**src/rtl/alu_result_display_pkg.sv**
```systemverilog
// -----------------------------------------------------------------------------
// alu_result_display_pkg
// Shared constants for the calculator result display: converter FSM state
// encoding, operand/BCD widths and active-low 7-segment codes (seg[0]=a ..
// seg[6]=g), plus the double-dabble digit adjust helper.
// -----------------------------------------------------------------------------
package alu_result_display_pkg;

  localparam int NUM_W  = 17;  // ALU result magnitude width
  localparam int BCD_W  = 24;  // six BCD digits
  localparam int DIGITS = 6;
  localparam int SLOTS  = 7;   // six digits plus the sign slot

  typedef enum logic [1:0] {
    ST_IDLE,
    ST_SHIFT,
    ST_DONE
  } state_t;

  // Active-low segment codes, bit 0 = segment a.
  localparam logic [6:0] SEG_BLANK = 7'b1111111;
  localparam logic [6:0] SEG_MINUS = 7'b0111111;
  localparam logic [6:0] SEG_0     = 7'b1000000;
  localparam logic [6:0] SEG_1     = 7'b1111001;
  localparam logic [6:0] SEG_2     = 7'b0100100;
  localparam logic [6:0] SEG_3     = 7'b0110000;
  localparam logic [6:0] SEG_4     = 7'b0011001;
  localparam logic [6:0] SEG_5     = 7'b0010010;
  localparam logic [6:0] SEG_6     = 7'b0000010;
  localparam logic [6:0] SEG_7     = 7'b1111000;
  localparam logic [6:0] SEG_8     = 7'b0000000;
  localparam logic [6:0] SEG_9     = 7'b0010000;

  // Double-dabble pre-shift correction: any nibble >= 5 gets +3 so that the
  // following left shift carries correctly into the next decimal digit.
  function automatic logic [BCD_W-1:0] dabble_adjust(input logic [BCD_W-1:0] s);
    logic [BCD_W-1:0] r;
    r = s;
    for (int i = 0; i < DIGITS; i++) begin
      if (r[4*i +: 4] >= 4'd5) r[4*i +: 4] = r[4*i +: 4] + 4'd3;
    end
    return r;
  endfunction

endpackage

```
**src/rtl/alu_result_display_bcd_to_7seg.sv**
```systemverilog
// -----------------------------------------------------------------------------
// bcd_to_7seg
// Combinational BCD digit to active-low 7-segment decoder.
//   digit : BCD digit 0..9 (10..15 decode to blank)
//   blank : force all segments off
//   seg   : segments, seg[0]=a .. seg[6]=g, active-low
// -----------------------------------------------------------------------------
module bcd_to_7seg
  import alu_result_display_pkg::*;
(
  input  logic [3:0] digit,
  input  logic       blank,
  output logic [6:0] seg
);

  // NOTE: every signal written in always_comb is given a default first, so
  // no path leaves it unassigned and no latch is inferred.
  always_comb begin
    seg = SEG_BLANK;
    if (!blank) begin
      case (digit)
        4'd0:    seg = SEG_0;
        4'd1:    seg = SEG_1;
        4'd2:    seg = SEG_2;
        4'd3:    seg = SEG_3;
        4'd4:    seg = SEG_4;
        4'd5:    seg = SEG_5;
        4'd6:    seg = SEG_6;
        4'd7:    seg = SEG_7;
        4'd8:    seg = SEG_8;
        4'd9:    seg = SEG_9;
        default: seg = SEG_BLANK;
      endcase
    end
  end

endmodule

```
**src/rtl/alu_result_display.sv**
```systemverilog
// -----------------------------------------------------------------------------
// alu_result_display
// Converts the calculator ALU result (17-bit magnitude + sign) to six BCD
// digits with a serial double-dabble converter, then scans the digits and a
// sign slot onto a multiplexed active-low 7-segment display.
//   clk       : system clock, rising edge
//   clear     : synchronous active-high reset
//   number_in : unsigned result magnitude
//   neg_in    : negative-result flag, paired with number_in
//   load      : one-cycle strobe, ignored unless the converter is idle
//   busy      : conversion in progress
//   done      : one-cycle pulse when bcd/neg update
//   bcd, neg  : last completed result (bcd[23:20] most significant)
//   seg, an   : segment data and digit enables (an[6] = sign), active-low
// -----------------------------------------------------------------------------
module alu_result_display
  import alu_result_display_pkg::*;
#(
  parameter int SCAN_DIV = 50000,
  parameter bit BLANK_LZ = 1'b1
) (
  input  logic             clk,
  input  logic             clear,
  input  logic [NUM_W-1:0] number_in,
  input  logic             neg_in,
  input  logic             load,
  output logic             busy,
  output logic             done,
  output logic [BCD_W-1:0] bcd,
  output logic             neg,
  output logic [6:0]       seg,
  output logic [6:0]       an
);

  localparam int                SCAN_W    = (SCAN_DIV > 1) ? $clog2(SCAN_DIV) : 1;
  localparam logic [SCAN_W-1:0] SCAN_LAST = SCAN_W'(SCAN_DIV - 1);

  // ---------------------------------------------------------------------------
  // Converter
  // ---------------------------------------------------------------------------
  state_t             state, state_next;
  logic [NUM_W-1:0]   shifter;
  logic [BCD_W-1:0]   scratch;
  logic [BCD_W-1:0]   scratch_adj;
  logic [4:0]         bit_cnt;
  logic               sign_lat;

  assign scratch_adj = dabble_adjust(scratch);

  always_comb begin
    state_next = state;
    case (state)
      ST_IDLE:  if (load) state_next = ST_SHIFT;
      ST_SHIFT: if (bit_cnt == 5'd1) state_next = ST_DONE;  // 17th shift
      ST_DONE:  state_next = ST_IDLE;
      default:  state_next = ST_IDLE;
    endcase
  end

  // NOTE: sequential state uses non-blocking assignments so every register
  // samples the pre-edge values of the others, independent of statement order.
  always_ff @(posedge clk) begin
    if (clear) begin
      state    <= ST_IDLE;
      shifter  <= '0;
      scratch  <= '0;
      bit_cnt  <= '0;
      sign_lat <= 1'b0;
      busy     <= 1'b0;
      done     <= 1'b0;
      bcd      <= '0;
      neg      <= 1'b0;
    end else begin
      state <= state_next;
      busy  <= (state_next == ST_SHIFT);
      done  <= (state == ST_DONE);
      case (state)
        ST_IDLE: begin
          if (load) begin
            shifter  <= number_in;
            sign_lat <= neg_in;
            scratch  <= '0;
            bit_cnt  <= 5'(NUM_W);
          end
        end
        ST_SHIFT: begin
          {scratch, shifter} <= {scratch_adj, shifter} << 1;
          bit_cnt            <= bit_cnt - 5'd1;
        end
        ST_DONE: begin
          // Display registers change only here, so the scan never sees
          // partial scratch contents.
          bcd <= scratch;
          neg <= sign_lat;
        end
        default: ;
      endcase
    end
  end

  // ---------------------------------------------------------------------------
  // Display scan
  // ---------------------------------------------------------------------------
  logic [SCAN_W-1:0]          scan_cnt;
  logic [2:0]                 slot;
  logic [DIGITS-1:0][3:0]     digits;
  logic [DIGITS-1:0]          shown;
  logic [3:0]                 cur_digit;
  logic                       cur_blank;
  logic [6:0]                 dec_seg;
  logic [6:0]                 slot_seg;

  assign digits = bcd;

  // shown[i]: some digit at position i or above is nonzero; digit 0 always lit.
  always_comb begin
    shown             = '0;
    shown[DIGITS-1]   = (digits[DIGITS-1] != 4'd0);
    for (int i = DIGITS - 2; i >= 0; i--) begin
      shown[i] = shown[i+1] || (digits[i] != 4'd0);
    end
    shown[0] = 1'b1;
  end

  always_comb begin
    cur_digit = 4'd0;
    cur_blank = 1'b1;
    if (slot < 3'(DIGITS)) begin
      cur_digit = digits[slot];
      cur_blank = BLANK_LZ && !shown[slot];
    end
  end

  bcd_to_7seg u_dec (
    .digit (cur_digit),
    .blank (cur_blank),
    .seg   (dec_seg)
  );

  assign slot_seg = (slot == 3'(SLOTS - 1)) ? (neg ? SEG_MINUS : SEG_BLANK) : dec_seg;

  always_ff @(posedge clk) begin
    if (clear) begin
      scan_cnt <= '0;
      slot     <= '0;
      an       <= 7'b1111111;
      seg      <= SEG_BLANK;
    end else begin
      if (scan_cnt == SCAN_LAST) begin
        scan_cnt <= '0;
        slot     <= (slot == 3'(SLOTS - 1)) ? 3'd0 : slot + 3'd1;
      end else begin
        scan_cnt <= scan_cnt + 1'b1;
      end
      // an/seg are registered from the same slot, so they stay aligned.
      an  <= ~(7'b0000001 << slot);
      seg <= slot_seg;
    end
  end

endmodule

```
**config.mk**
```make
export PLATFORM = sky130hd
export DESIGN_NAME = alu_result_display
export DESIGN_NICKNAME = d
export VERILOG_FILES = /design/src/rtl/alu_result_display_pkg.sv /design/src/rtl/alu_result_display_bcd_to_7seg.sv /design/src/rtl/alu_result_display.sv
export SDC_FILE = /design/constraint.sdc
export NUM_CORES = 1
export LEC_CHECK = 0
export BUFFER_PORTS_ARGS = -buffer_cell sky130_fd_sc_hd__buf_4
export CORE_ASPECT_RATIO = 0.6
export CORE_MARGIN = 4
export CORE_UTILIZATION = 47
export CTS_BUF_LIST = sky130_fd_sc_hd__clkbuf_4
export CTS_CLUSTER_DIAMETER = 100
export DETAILED_ROUTE_END_ITERATION = 8
export MAX_ROUTING_LAYER = met4
export PLACE_DENSITY_LB_ADDON = 0.12
export SETUP_SLACK_MARGIN = 0.4
export SYNTH_ARGS = -nofsm -noshare
export SYNTH_HDL_FRONTEND = slang
export SYNTH_HIERARCHICAL = 1
export SYNTH_SLANG_ARGS = --single-unit
```
**constraint.sdc**
```tcl
create_clock -name clk -period 2.7 [get_ports clk]
set_input_delay 0.135 -clock clk [delete_from_list [all_inputs] [get_ports clk]]
set_output_delay 0.135 -clock clk [all_outputs]
set_load 0.005 [all_outputs]
```
==> results.cfg, run 1 <==
[power]
sw_frac_of_total_pct = 26.0
p_leak_nw = 2.21
seqPwrFrac_pct = 60.8
pwr-share-comb_pct = 9.7
p_clk_share_pct = 29.5
powerDensity_nw_per_um2 = 486
ir_drop_mv = 0.212
switchingPower_mw = 0.727
power.internal_mw = 2.07

[cts]
clk_latency_ps = 450
cts_buffers = 9
cts_tree = built
cts-root-buf = clkbuf_4
clockBufferDepth = 2
clk_pin_slew_ps = 160
clock_sinks = 109
htree_levels = 3

[placement]
hpwlAfterDp_um = 8580
port-buffer-count = 61
gp_congestion = 0.802
dp.cells = 768

[synthesis]
synthTopCellsByArea = dfxtp_1 (44%), nand2_1 (5.9%), a21oi_1 (5.6%)
netlist_area_um2 = 5010
synth_warnings = 6
yosys.area.top_type = dfxtp_1
synthDistinctLibCells = 48
syn_avg_cell_area_um2 = 8.43
synthArstFlopShare_pct = 0
synthCells = 594
synth.top_cell.area_share_pct = 43.6
synth-seq-cells = 109
synth_top_flop_cell = dfxtp_1
yosysSeqAreaShare_pct = 43.6
synth_edf_count = 0
syn_nets = 636

[routing]
drc = 0
wl_per_cell_um = 15.5
num_vias = 4293
vias_per_cell = 5.46
postRouteAntennaNets = 0
drt_iter0_drc = 292
totalWireLength_um = 12200
drtPass1Iterations = 4

[sta]
finalSetupTns_ps = 0
fmax_mhz = 459
max-slew-margin-rel_pct = 41.4
fin_worst_skew_ps = 14.2
slew_viol_final = 0
fin_crit_sh_pct = 80.8
setup_viol = 0
rsz0062_at_grt = false
hold_viol = 0
fin_crit_ps = 2180
worst_slew_pin_slew_ps = 878

[critical_path]
crit_type = register to register
cp_max_fo = 8
start_kind = register
crit_required_ps = 3090
cp-end-kind = register
crit_arrival_ps = 2570

[cells_and_area]
layout_commonest_cell = dfxtp_1
final_cell_mix = dfxtp_1 (108), nand2_1 (78), buf_4 (72), a21oi_1 (56), nor2_1 (54)
final_cell_count_no_fill = 786
syn2layout_area_growth_pct = 14.9
nets = 688
n_antenna_cell = 0
drive_above_1_share_pct = 15.8
final_util_pct = 56.8

[floorplanning]
rows = 28
die_h_um = 88.0
initial_core_util_pct = 49.5
die_x_um = 141
die_area_um2 = 12400
core_area_um2 = 10100
ios = 62

[grt]
grt_use_total_pct = 21.1
grt_max_degree = 53
grt_pass1_wl_um = 20500
antenna_found_initial = 0
grt_pass1_vias = 4111
grt_remaining_overflow = 0

[outcome]
status = completed

[worst_hold_path]
min_path_type = input port to register

[run]
max_cap_violations = 0
-- kinds of logic after synthesis --
logic type               Yosys count  synth area share [%]
buffers and inverters             54                  4.25
AO/OA/AOI/OAI                    124                  14.6
flip-flops                       109                  43.6
XOR/XNOR                          25                  4.37
multiplexers                      16                  4.25
adder cells (fa/ha/maj)           21                  5.24
AND/OR/NAND/NOR                  245                  23.7
-- power by group through the flow --
stage	Combinational, mW	Clock [mW]	Sequential, mW
6_report	0.271	0.823	1.70
2_1_floorplan	0.184	0	1.72
3_5_place_dp	0.268	0	1.73
4_1_cts	0.271	0.855	1.70
3_3_place_gp	0.262	0	1.73
5_1_grt	0.306	0.908	1.71
-- metal layers --
layer | global-route usage [%] | vias to the layer above | wire length [um]
li1 | - | 2148 | -
met1 | 29.4 | 2005 | 6060
met2 | 30.9 | 129 | 5190
met3 | 4.86 | 11 | 781
met4 | 5.36 | 0 | 131
met5 | - | - | 0
-- final cells by class --
class,instances,area (um2)
fill,955,4370
multi-input combinational,431,2620
sequential,109,2180
timing repair buffer,74,561
tap,135,169
inverter,21,78.8
clock inverter,7,75.1
clock buffer,9,67.6
-- critical path: stages, from the launching register on --
cell	delay, ps
dfxtp_1	380
or4_1	530
or4_1	660
or3b_1	410
a21oi_1	150
-- stage by stage --
step | cell area (um2) | power [mW] | setup slack [ps] | hold WS [ps]
6_report | 5760 | 2.79 | 519 | 94.8
3_3_place_gp | 5590 | 1.99 | 516 | 388
3_5_place_dp | 5590 | 2.00 | 403 | 389
4_1_cts | 5750 | 2.83 | 403 | 57.8
2_1_floorplan | 5010 | 1.90 | 503 | 271
5_1_grt | 5760 | 2.92 | 437 | 65.9
-- timing repair --
item                                    CTS  global route
hold buffers                              2             0
gates resized for setup                   0             5
endpoints found under the hold margin     2             0
endpoints found under the setup margin    0            20
setup buffers                             0             0
-- cell usage after synthesis, drive strengths merged, types with 6 or more instances --
| library cell | number |
|---|---|
| nand2 | 79 |
| a21oi | 56 |
| or3 | 6 |
| nor4 | 8 |
| dfxtp | 109 |
| nor2 | 54 |
| xnor2 | 16 |
| nand3 | 13 |
| ha | 21 |
| nor3 | 28 |
| nand2b | 18 |
| a22o | 12 |
| o21ai | 24 |
| nor2b | 20 |
| mux2i | 10 |
| o22ai | 17 |
| clkbuf | 29 |
| inv | 21 |
| xor2 | 9 |
-- path summary, 6_finish.rpt --
kind / from / endpoint / slack (ps) / depth (start not counted)
setup / recovery: scan_cnt[7] / slot[1] / 520 / 4
hold / removal: number_in[13] / shifter[13] / 90 / 4
setup reg to reg: scan_cnt[7] / slot[1] / 520 / 4
hold reg to reg: sign_lat / neg / 460 / 2
-- state kept, by name, summed over array words and instances, names as in the netlist --
signal and count:
busy 1, neg 1, bit_cnt 5, seg 7, shifter 17, state 2
scan_cnt 16, sign_lat 1, bcd 24, scratch 24, an 7, done 1
slot 3
Power figures use the tool's default switching activity.
==> inputs of run 2 (changes only) <==
- clock period: 2.7 -> 1.9 ns (I/O delays scaled with it)
==> results.cfg, run 2 (synthesis gave the netlist of run 1 again) <==
[outcome]
status = complete, but fails checks
violations = negative hold slack, negative setup slack

[power]
ir_drop_mv = 0.369
powerDensity_nw_per_um2 = 616
p_leak_nw = 2.48

[critical_path]
crit_type = register to register
crit_arrival_ps = 2350
start_kind = register
r2r_end = seg[5]
ff2ff_setup_slack_ps = -50
cp-end-kind = register
cp_max_fo = 6
critPathLaunch = bcd[9]
r2r-start = bcd[9]
crit_required_ps = 2300
critical_path.endpoint = seg[5]
r2r.worst_path.cells = 10

[floorplanning]
rows = 28
initial_core_util_pct = 49.5
die_x_um = 141
ios = 62
die_h_um = 88.0
die_area_um2 = 12400
core_area_um2 = 10100

[sta]
finalSetupTns_ps = -116
setup_ws_ps = -50.2
fin_crit_ps = 1950
setup_viol = 5
max-slew-margin-rel_pct = 30.8
rsz0062_at_grt = true
fin_worst_skew_ps = 15.4
fmax_mhz = 513
fin_worst_hold_slack_ps = -14.9
slew_viol_final = 0
worst_slew_pin_slew_ps = 1030
fin_crit_sh_pct = 103
hold_viol = 5

[cells_and_area]
final_cell_mix = buf_4 (112), dfxtp_1 (93), nand2_1 (74), nor2_1 (52), a21oi_1 (46)
n_antenna_cell = 0
reg_top3 = bcd: 24 flops, scratch: 24 flops, shifter: 17 flops
num-fill-cells = 832
syn2layout_area_growth_pct = 27.1
drive_above_1_share_pct = 29.3
nets = 734
layout_commonest_cell = buf_4

[grt]
grt_pass1_vias = 4257
grt_max_degree = 48
antenna_found_initial = 0
grt_pass1_wl_um = 21100
grt_remaining_overflow = 0
grt_use_total_pct = 21.7

[routing]
postRouteAntennaNets = 0
drc = 0
vias_per_cell = 5.41
wl_per_cell_um = 15.4
drtPass1Iterations = 4
totalWireLength_um = 12800
drt_iter0_drc = 319
num_vias = 4501

[cts]
htree_levels = 3
clock_sinks = 109
holdBufCountCts = 2
cts_buffers = 9
clk_latency_ps = 480
cts-root-buf = clkbuf_4
cts_tree = built
clockBufferDepth = 2
clk_pin_slew_ps = 170

[placement]
hpwlAfterDp_um = 9020
port-buffer-count = 61
gp_congestion = 0.849

[worst_hold_path]
hp-start = clear
min_path_type = input port to register

[run]
max_cap_violations = 0
run 2: cell count changes in the layout (fill, tap and decap cells not counted), moves of 5 or more:
| cell | change |
|---|---|
| dfxtp_2 | +10 |
| a21oi_2 | +10 |
| nand2b_1 | -5 |
| dfxtp_1 | -15 |
| a21oi_1 | -10 |
| dfxtp_4 | +5 |
| buf_4 | +40 |
run 2: area by class of cell:
cell class	instances	area, um2	share of cell area (%)
inverter	21	81.3	1.28
timing repair buffer	120	946	14.9
clock inverter	7	57.6	0.904
sequential	109	2210	34.8
tap	135	169	2.65
clock buffer	9	67.6	1.06
multi-input combinational	431	2830	44.5
run 2: metrics by stage:
step / instances / power (mW) / util, % / cell area, um2 / setup WS (ps)
after global routing: 832 / 4.12 / 62.9 / 6370 / -114
after floorplan: 594 / 2.71 / - / 5080 / -39.1
after CTS: 828 / 3.96 / 60.5 / 6130 / -48.4
final: 832 / 3.92 / 62.9 / 6370 / -50.2
after global placement: 808 / 2.85 / 58.7 / 5940 / -69.9
after detailed placement: 808 / 2.86 / 58.7 / 5940 / -131
run 2: timing repair:
action,CTS,global route
endpoints found under the setup margin,77,73
endpoints found under the hold margin,8,7
pin swaps,0,7
setup buffers,2,4
gates resized for setup,13,55
run 2: where the power goes:
part           switching [mW]  internal (mW)
combinational           0.227          0.192
clock                   0.811          0.288
sequential             0.0482           2.36
run 2: how the worst min path moves through the flow:
stage               slack, ps           to  cells past startpoint
finish                    -10   shifter[0]                      2
global route              -50  scan_cnt[2]                      2
detailed placement        350   shifter[0]                      3
floorplan                 230     sign_lat                      2
global placement          340   shifter[0]                      3
CTS                       -50  scan_cnt[2]                      2
run 2: metal layers:
layer	up-vias	part of all wire, %	GRT usage, %
met5	-	0	-
met4	0	1.0	4.93
met3	13	6.1	4.58
met2	128	43	31.0
met1	2119	50	31.2
li1	2241	-	-
run 2: worst max-delay path, cell delays in order (launching register included):
cell	delay, ps
dfxtp_1	360
buf_4	140
mux4_2	460
nand2_2	100
o21ai_4	100
inv_2	130
ha_4	150
inv_2	30
o21ai_2	140
a21oi_1	90
nand2b_4	150
